File: src/rtl/pipeline_dump_sequencer.sv
// Streams one captured pipeline snapshot to the UART TX path as a framed dump:
// HEADER, snapshot bytes MS first, then the XOR checksum of the snapshot bytes.
module pipeline_dump_sequencer #(
  parameter int unsigned         NB_DATA     = 8,
  parameter int unsigned         NB_SNAPSHOT = 288,
  parameter logic [NB_DATA-1:0]  HEADER      = 8'hA5,
  parameter int unsigned         TIMEOUT     = 65535
) (
  input  logic                   clk,
  input  logic                   i_rst_n,
  input  logic                   i_dump_req,
  input  logic [NB_SNAPSHOT-1:0] i_snapshot,
  input  logic                   i_txDone,
  output logic                   o_tx_start,
  output logic [NB_DATA-1:0]     o_data,
  output logic                   o_busy,
  output logic                   o_done,
  output logic                   o_error
);

  localparam int unsigned NBYTES = NB_SNAPSHOT / NB_DATA;
  localparam int unsigned IDX_W  = $clog2(NBYTES + 2);
  localparam int unsigned CNT_W  = $clog2(TIMEOUT + 1);

  localparam logic [IDX_W-1:0] LAST_IDX = IDX_W'(NBYTES + 1);
  localparam logic [CNT_W-1:0] CNT_MAX  = CNT_W'(TIMEOUT);
  localparam logic [CNT_W-1:0] CNT_TRIP = CNT_W'(TIMEOUT - 1);

  typedef enum logic [2:0] {
    S_IDLE    = 3'd0,
    S_SEND    = 3'd1,
    S_WAIT_TX = 3'd2,
    S_DONE    = 3'd3,
    S_ERROR   = 3'd4
  } state_t;

  state_t                 state_q;
  logic [NB_SNAPSHOT-1:0] shadow_q;
  logic [IDX_W-1:0]       idx_q;
  logic [NB_DATA-1:0]     csum_q;
  logic [CNT_W-1:0]       cnt_q;

  logic                   is_payload;

  // The shadow register shifts left on every acked payload byte, so the
  // byte on the wire is always its top slice.
  assign is_payload = (idx_q != '0) && (idx_q != LAST_IDX);

  always_ff @(posedge clk or negedge i_rst_n) begin
    if (!i_rst_n) begin
      state_q  <= S_IDLE;
      shadow_q <= '0;
      idx_q    <= '0;
      csum_q   <= '0;
      cnt_q    <= '0;
    end else begin
      case (state_q)
        S_IDLE: begin
          if (i_dump_req) begin
            shadow_q <= i_snapshot;
            idx_q    <= '0;
            csum_q   <= '0;
            state_q  <= S_SEND;
          end
        end

        S_SEND: begin
          cnt_q   <= '0;
          state_q <= S_WAIT_TX;
        end

        S_WAIT_TX: begin
          if (i_txDone) begin
            if (is_payload) begin
              csum_q   <= csum_q ^ shadow_q[NB_SNAPSHOT-1 -: NB_DATA];
              shadow_q <= shadow_q << NB_DATA;
            end
            if (idx_q == LAST_IDX) begin
              state_q <= S_DONE;
            end else begin
              idx_q   <= idx_q + IDX_W'(1);
              state_q <= S_SEND;
            end
          end else begin
            // An ack on the trip cycle is taken above, so it beats the timeout.
            if (cnt_q != CNT_MAX) begin
              cnt_q <= cnt_q + CNT_W'(1);
            end
            if (cnt_q >= CNT_TRIP) begin
              state_q <= S_ERROR;
            end
          end
        end

        S_DONE:  state_q <= S_IDLE;
        S_ERROR: state_q <= S_IDLE;
        default: state_q <= S_IDLE;
      endcase
    end
  end

  assign o_tx_start = (state_q == S_SEND);
  assign o_done     = (state_q == S_DONE);
  assign o_error    = (state_q == S_ERROR);
  assign o_busy     = (state_q != S_IDLE);

  always_comb begin
    o_data = '0;
    if (state_q == S_SEND || state_q == S_WAIT_TX) begin
      if (idx_q == '0) begin
        o_data = HEADER;
      end else if (idx_q == LAST_IDX) begin
        o_data = csum_q;
      end else begin
        o_data = shadow_q[NB_SNAPSHOT-1 -: NB_DATA];
      end
    end
  end

endmodule

File: config.mk
export PLATFORM = sky130hd
export DESIGN_NAME = pipeline_dump_sequencer
export DESIGN_NICKNAME = d
export VERILOG_FILES = /design/src/rtl/pipeline_dump_sequencer.sv
export SDC_FILE = /design/constraint.sdc
export NUM_CORES = 1
export LEC_CHECK = 0
export CORE_MARGIN = 2
export CORE_UTILIZATION = 37
export CTS_BUF_LIST = sky130_fd_sc_hd__clkbuf_16
export DETAILED_ROUTE_END_ITERATION = 7
export HOLD_SLACK_MARGIN = 0.02
export PLACE_DENSITY = 0.7
export SETUP_SLACK_MARGIN = 0.05
export SYNTH_ARGS = -nofsm -noshare
export SYNTH_HDL_FRONTEND = slang
export SYNTH_SLANG_ARGS = --single-unit
File: constraint.sdc
create_clock -name clk -period 2.15 [get_ports clk]
set_input_delay 0.43 -clock clk [delete_from_list [all_inputs] [get_ports clk]]
set_output_delay 0.43 -clock clk [all_outputs]
set_load 0.005 [all_outputs]
==> impl_metrics.csv, run 1 <==
group,metric,value,unit
run_status,status,"finished with violations",
run_status,violations,"setup timing",
yosys,synth_ff_type,"dfrtp_1",
drt,vias,14000,
power,p_seq_share,31.7,%
placement,place.gp.congestion,0.876,
timing,clock.fmax,386,MHz
yosys,avgSynthCellArea,10.5,um^2
drt,wl_per_cell,22.1,um
finish,syn_to_final_growth,54.5,%
floorplan,die_w,212,um
yosys,yosysWarnings,0,
setup_path,crit_buf_inv,3,
setup_path,arrival,2.16,ns
timing,report.final.slew_viol_count,0,
setup_path,setup.worst_path.start,"idx_q[1]$_DFFE_PN0P_",
finish,nFillCells,3436,
flow_run,max_cap_violations,0,
power,power_density,1360,mW/mm^2
finish,drive_gt1_share,30.0,%
finish,final_cells,2481,
floorplan,io_pins,304,
yosys,synth_cell_types,51,
timing,skew,0.0362,ns
cts,cts_root_buffer,"clkbuf_16",
timing,rsz0062_at_grt,"true",
floorplan,fp-row-count,76,
timing,setup_viol,211,
timing,fin_crit,2.59,ns
cts,cts_tree,"done",
setup_path,critPathLaunchType,"flop",
setup_path,path_delay_family,"simple AND/OR/NAND/NOR gates",
yosys,synth_edf_count,0,
cts,insertion_delay,0.56,ns
yosys,syn_inst,1520,
yosys,seq_area_frac_synth,50.3,%
yosys,synth_top_family_by_area,"multiplexers",
power,p_sw,12.6,mW
yosys,synth_nets,1817,
timing,finalCritPeriodShare,121,%
setup_path,critPathMaxStageDelay,0.39,ns
cts,clk_path_buf_depth,3,
global_route,grt_pass1_wl,81.6,mm
finish,seqCellArea,0.00804,mm^2
global_route,grt_overflow_total,0,
drt,dr.pass1.iters,5,
cts,clkTransAtPathRegs,0.06,ns
global_route,antenna_found_initial,3,
yosys,ys_seq_elements,321,
yosys,syn_area,0.0160,mm^2
drt,drtIter0Drc,910,
setup_path,required,1.72,ns
finish,layout.nets,2205,
yosys,yosys-top-cells-count,"dfrtp_1 (321), mux2i_1 (295), nor2_1 (286)",
floorplan,die_h,212,um
setup_path,path_class,"flop to output pin",
yosys,synthMuxAreaShare,18.5,%
floorplan,core,0.0428,mm^2
setup_path,endpoint_kind,"output pin",
drt,wirelength,54.8,mm
drt,drc_errors,0,
placement,dpl.hpwl,33.2,mm
yosys,synthAdderAreaFrac,0.392,%
setup_path,cpMaxStageDelayCell,"dfrtp_1",
yosys,synth-compound-area-share,16.2,%
global_route,grt_usage,23.2,%
placement,place_inst,2341,
cts,cts.sinks,321,
power,clock_power_share,18.9,%
power,p_int,21.0,mW
setup_path,r2r-start,"idx_q[5]$_DFFE_PN0P_",
global_route,grt_max_degree,68,
hold_path,hold_path.class,"input pin to async pin",
floorplan,start_util,37.3,%
placement,place_ws,-0.357,ns
drt,vias_per_cell,5.64,
cts,htreeDepth,2,
timing,worstMarginPinSlew,0.449,ns
yosys,synth_top_cell_by_area,"dfrtp_1",
placement,numPortBuffers,303,
power,switching_share,37.6,%
setup_path,path_cells,"inv_2 > ha_4 > nand3_2 > or3_4 > buf_4 > mux2i_1 > nor3_2 > buf_2",
drt,antenna_left,0,
power,leakage,9.63,nW
yosys,yosys.area_share.simple,10.5,%
timing,hold_viol,0,
cts,numCtsBuffers,38,
power,vdd_drop_max,0.785,mV
finish,multi_input_area,0.00895,mm^2
yosys,synth.most_common_cell,"dfrtp_1",
timing,setup-tns-final,-14.47,ns
yosys,netlist.area_leader.share,50.3,%
setup_path,crit_fanout,3,
power,design_power_total,33.6,mW
power,p_comb_share,49.4,%
floorplan,die-area,0.0448,mm^2
timing,slew_headroom,70.1,%
yosys,async_flop_share,100,%
timing,worst_slack,-0.442,ns
yosys,synth_area_leaders,"dfrtp_1 (50%), mux2i_1 (19%), a22oi_1 (13%)",
global_route,first_global_vias,14600,
yosys,synth-xor-area-share,0,%
-- layer usage --
metal | GRT usage [%] | up-vias | wire (um)
li1 | - | 6351 | -
met1 | 29.7 | 7144 | 22600
met2 | 39.4 | 414 | 27500
met3 | 5.41 | 78 | 3550
met4 | 6.36 | 2 | 1150
met5 | 0 | - | 14
-- flip-flops by register name, indices dropped and copies added (netlist names) --
signal	flops
cnt_q	16
shadow_q	288
state_q	3
idx_q	6
csum_q	8
-- worst reg2reg max path: stages, from the launching register on --
cell     delay (ns)
dfrtp_1        0.41
buf_6          0.14
nor4_4         0.31
and2_4         0.25
buf_6          0.11
buf_6          0.10
o21ai_4        0.07
buf_12         0.17
buf_16         0.16
buf_12         0.15
buf_16         0.14
a22oi_2        0.18
-- cells in the final DEF, fill, tap and decap left out, drive strengths merged, types with 2 or more instances in the layout --
| cell type | n |
|---|---|
| a2111oi | 3 |
| a211o | 4 |
| a21o | 3 |
| a21oi | 11 |
| a22oi | 280 |
| a41oi | 7 |
| and3 | 4 |
| buf | 189 |
| bufinv | 3 |
| clkbuf | 47 |
| clkdlybuf4s50 | 290 |
| clkinv | 9 |
| clkinvlp | 5 |
| dfrtp | 321 |
| diode | 2 |
| ha | 5 |
| inv | 22 |
| mux2i | 295 |
| nand2 | 37 |
| nand2b | 7 |
| nand3 | 8 |
| nand4 | 5 |
| nor2 | 286 |
| nor3 | 17 |
| nor3b | 2 |
| nor4 | 7 |
| nor4b | 4 |
| o211ai | 3 |
| o21ai | 23 |
| o22a | 4 |
| o31ai | 3 |
| or3 | 4 |
| or3b | 2 |
| or4 | 5 |
| or4b | 2 |
-- power by group through the flow --
stage                     clock network, mW  logic, mW  registers, mW
after floorplan                           0       7.73           9.98
after global placement                    0       11.1           10.5
after detailed placement                  0       11.5           10.6
after global routing                   6.71       17.8           10.9
final                                  6.36       16.6           10.6
after CTS                              6.47       14.8           10.5
-- path summary, 6_finish.rpt --
kind                       cells past startpoint                   endpoint  slack [ns]
max in group asynchronous                      3  shadow_q[139]$_DFFE_PN0P_        0.97
min in group clk                               3    shadow_q[5]$_DFFE_PN0P_        0.44
min                                            2       cnt_q[4]$_DFFE_PN0P_        0.39
min reg2reg                                    2    shadow_q[4]$_DFFE_PN0P_        0.53
max reg2reg                                   11  shadow_q[100]$_DFFE_PN0P_       -0.12
max                                            8                  o_data[3]       -0.44
-- layout make-up --
cell class	count	share of cell area, %
antenna	2	0.0203
clock buffer	39	3.96
clock inverter	26	0.924
inverter	13	0.198
multi-input combinational	1044	36.3
sequential	321	32.6
tap	546	2.77
timing repair buffer	490	23.2
-- stage by stage --
stage	utilization, %	area, um^2	hold WS, ns
final	57.6	24700	0.386
after global routing	57.6	24700	0.411
after CTS	55.0	23600	0.373
after detailed placement	47.6	20400	0.364
after global placement	47.6	20400	0.369
after floorplan	-	16000	0.134
-- repair_timing --
item / CTS / global route
setup endpoints to repair: 295 / 315
hold endpoints to repair: 29 / 0
setup buffers: 39 / 25
gates resized for setup: 259 / 262
gates cloned: 24 / 9
pin swaps: 12 / 33
hold buffers: 1 / 0
-- kinds of logic (layout without fill, tap and decap cells) --
logic type / Yosys count / count (layout)
buf+inv: 155 / 568
flops: 321 / 321
other cells: 0 / 2
mux: 295 / 295
simple gates: 394 / 394
compound gates: 350 / 350
fa+ha+maj: 5 / 5
(Power assumes the default switching activity.)
==> run 2, diff against run 1 <==
Settings changed: CTS_CLUSTER_SIZE set to 25, HOLD_SLACK_MARGIN 0.02 to unset.
==> results of run 2 <==
Final layout, timing and power as in run 1 (identical DEF).
==> patch: new RTL, flow settings as in run 2 <==
Change the parameter `TIMEOUT` from 65535 to 262140.
--- a/src/rtl/pipeline_dump_sequencer.sv
+++ b/src/rtl/pipeline_dump_sequencer.sv
@@ -5,5 +5,5 @@
   parameter int unsigned         NB_SNAPSHOT = 288,
   parameter logic [NB_DATA-1:0]  HEADER      = 8'hA5,
-  parameter int unsigned         TIMEOUT     = 65535
+  parameter int unsigned         TIMEOUT     = 262140
 ) (
   input  logic                   clk,
Check against the original RTL: no difference found for any inputs over 4 cycles, from zero or initial values and one cycle with i_rst_n low; that may be too few to reach the edited logic, so the function may still have changed.
==> patch against run 2 <==
- the run still ends with setup timing left
- wire length is 2.8% higher
- combinational power is 39% higher
- sequential cell count is 2 higher
- via count is 10% higher
- power is 22% higher
- worst setup slack worse by 0.095 ns
- design area is 2.8% higher
- synthesized area is 6.4% lower
- largest cell class unchanged
==> patch: results (changes against run 2) <==
stage;metric;value;unit;change
run_status;status;complete, but fails checks;;unchanged
run_status;failing checks;setup timing;;unchanged
clock_tree;Clk Latency, worst-skew pair;0.52;ns;was 0.56 ns
placed_design;Placed Cells;2575;;was 2341
global_route;global router's overall resource usage;20.5;%;was 23.2%
logic_synthesis;Netlist cell types;48;;was 51
finish;fin area;25300;µm²;was 24700 µm²
clock_tree;Inserted Clock Buffers;36;;was 38
placed_design;placed cell area;19100;µm²;was 20400 µm²
timing;post-route setup slack;-0.538;ns;was -0.442 ns
drt;Initial DRC Count;1267;;was 910
placed_design;gpl congestion;0.875;;was 0.876
worst_setup_path;flop2flop setup slack;-0.27;ns;was -0.12 ns
power_and_ir_drop;clock power share;14.3;%;was 18.9%
logic_synthesis;syn nets;2094;;was 1817
power_and_ir_drop;Sw Share;41.9;%;was 37.6%
drt;Routed WL;56400;µm;was 54800 µm
timing;Hold WS;0.456;ns;was 0.386 ns
worst_setup_path;cells on worst reg2reg path;12;;was 11
timing;Clock Skew;0.0147;ns;was 0.0362 ns
worst_setup_path;reg2reg end;shadow_q[76];;was shadow_q[100]
finish;fin cells;2744;;was 2481
power_and_ir_drop;P_seq;12100;µW;was 10600 µW
power_and_ir_drop;PD cells;1620;nW/µm²;was 1360 nW/µm²
timing;Rel. slew slack;58.1;%;was 70.1%
logic_synthesis;register area share after synthesis;54.1;%;was 50.3%
global_route;first-pass GRT wire length;70000;µm;was 81600 µm
finish;top flop regs;shadow_q: 288 flops, cnt_q: 18 flops, csum_q: 8 flops;;was shadow_q: 288 flops, cnt_q: 16 flops, csum_q: 8 flops
global_route;vias in the first global route;13640;;was 14623
finish;fillcell total;2955;;was 3436
worst_setup_path;reg-to-reg critical path startpoint;idx_q[0];;was idx_q[5]
power_and_ir_drop;Max IR drop VDD;0.829;mV;was 0.785 mV
finish;layout cells sized above 1;30.0;%;about the same
worst_setup_path;peak fanout along the critical path;4;;was 3
drt;vias per cell;5.61;;was 5.64
logic_synthesis;synth cell count leaders;580 x nand2_1, 323 x dfrtp_1, 301 x nor2_1;;was 321 x dfrtp_1, 295 x mux2i_1, 286 x nor2_1
global_route;largest net degree at the start of global routing;150;;was 68
finish;Net count, final;2490;;was 2205
logic_synthesis;largest cells by area after synthesis;dfrtp_1 54%, nand2_1 15%, a31oi_1 12%;;was dfrtp_1 50%, mux2i_1 19%, a22oi_1 13%
timing;Setup-failing EPs final;298;;was 211
placed_design;pre-CTS setup slack;-0.395;ns;was -0.357 ns
placed_design;DPL Wire Length;30500;µm;was 33200 µm
power_and_ir_drop;leak pwr;0.0100;µW;was 0.00963 µW
-- patch: how the worst max path moves through the flow --
| stage | from | to | slack (ns) | cells after the start |
|---|---|---|---|---|
| finish | idx_q[1] | o_data[0] | -0.54 | 8 |
| global route | idx_q[1] | o_data[0] | -0.61 | 8 |
| CTS | idx_q[1] | o_data[3] | -0.50 | 8 |
| detailed placement | idx_q[1] | o_data[7] | -0.40 | 6 |
| global placement | idx_q[0] | o_data[7] | -0.32 | 6 |
| floorplan | state_q[1] | cnt_q[11] | 0.07 | 7 |
-- patch: critical path, stage by stage (launching register included) --
cell and delay, ns:
dfrtp_1 0.38, inv_2 0.12, ha_4 0.15, nand3_4 0.06
or3_4 0.36, buf_4 0.17, mux2i_1 0.26, a21oi_2 0.10
buf_2 0.13
-- patch: kinds of logic after synthesis --
kind of cell / synth area share [%]
flops: 54.1
compound gates: 14.8
xor+xnor: 0.293
simple gates: 25.6
fa+ha+maj: 0.419
buf+inv: 4.21
mux: 0.603
-- patch: what timing repair did --
action / in CTS / in global routing
setup endpoints to repair: 312 / 325
cloned: 1 / 71
gates resized for setup: 112 / 708
buffers inserted: 5 / 30
hold buffers: 1 / 0
endpoints found under the hold margin: 53 / 0
pin swaps: 6 / 30
-- patch: area by class of cell --
| type | instances | share of cell area (%) |
|---|---|---|
| clock buffer | 37 | 3.65 |
| sequential | 323 | 31.9 |
| clock inverter | 25 | 0.602 |
| timing repair buffer | 499 | 24.6 |
| tap | 525 | 2.59 |
| antenna | 2 | 0.0198 |
| multi-input combinational | 1327 | 36.5 |
| inverter | 6 | 0.0889 |
-- patch: metal layers --
layer,global-route usage [%],part of all wire (%)
met5,0,0.016
met3,3.72,7.0
met2,32.5,50
met1,28.8,40
met4,6.12,3.0
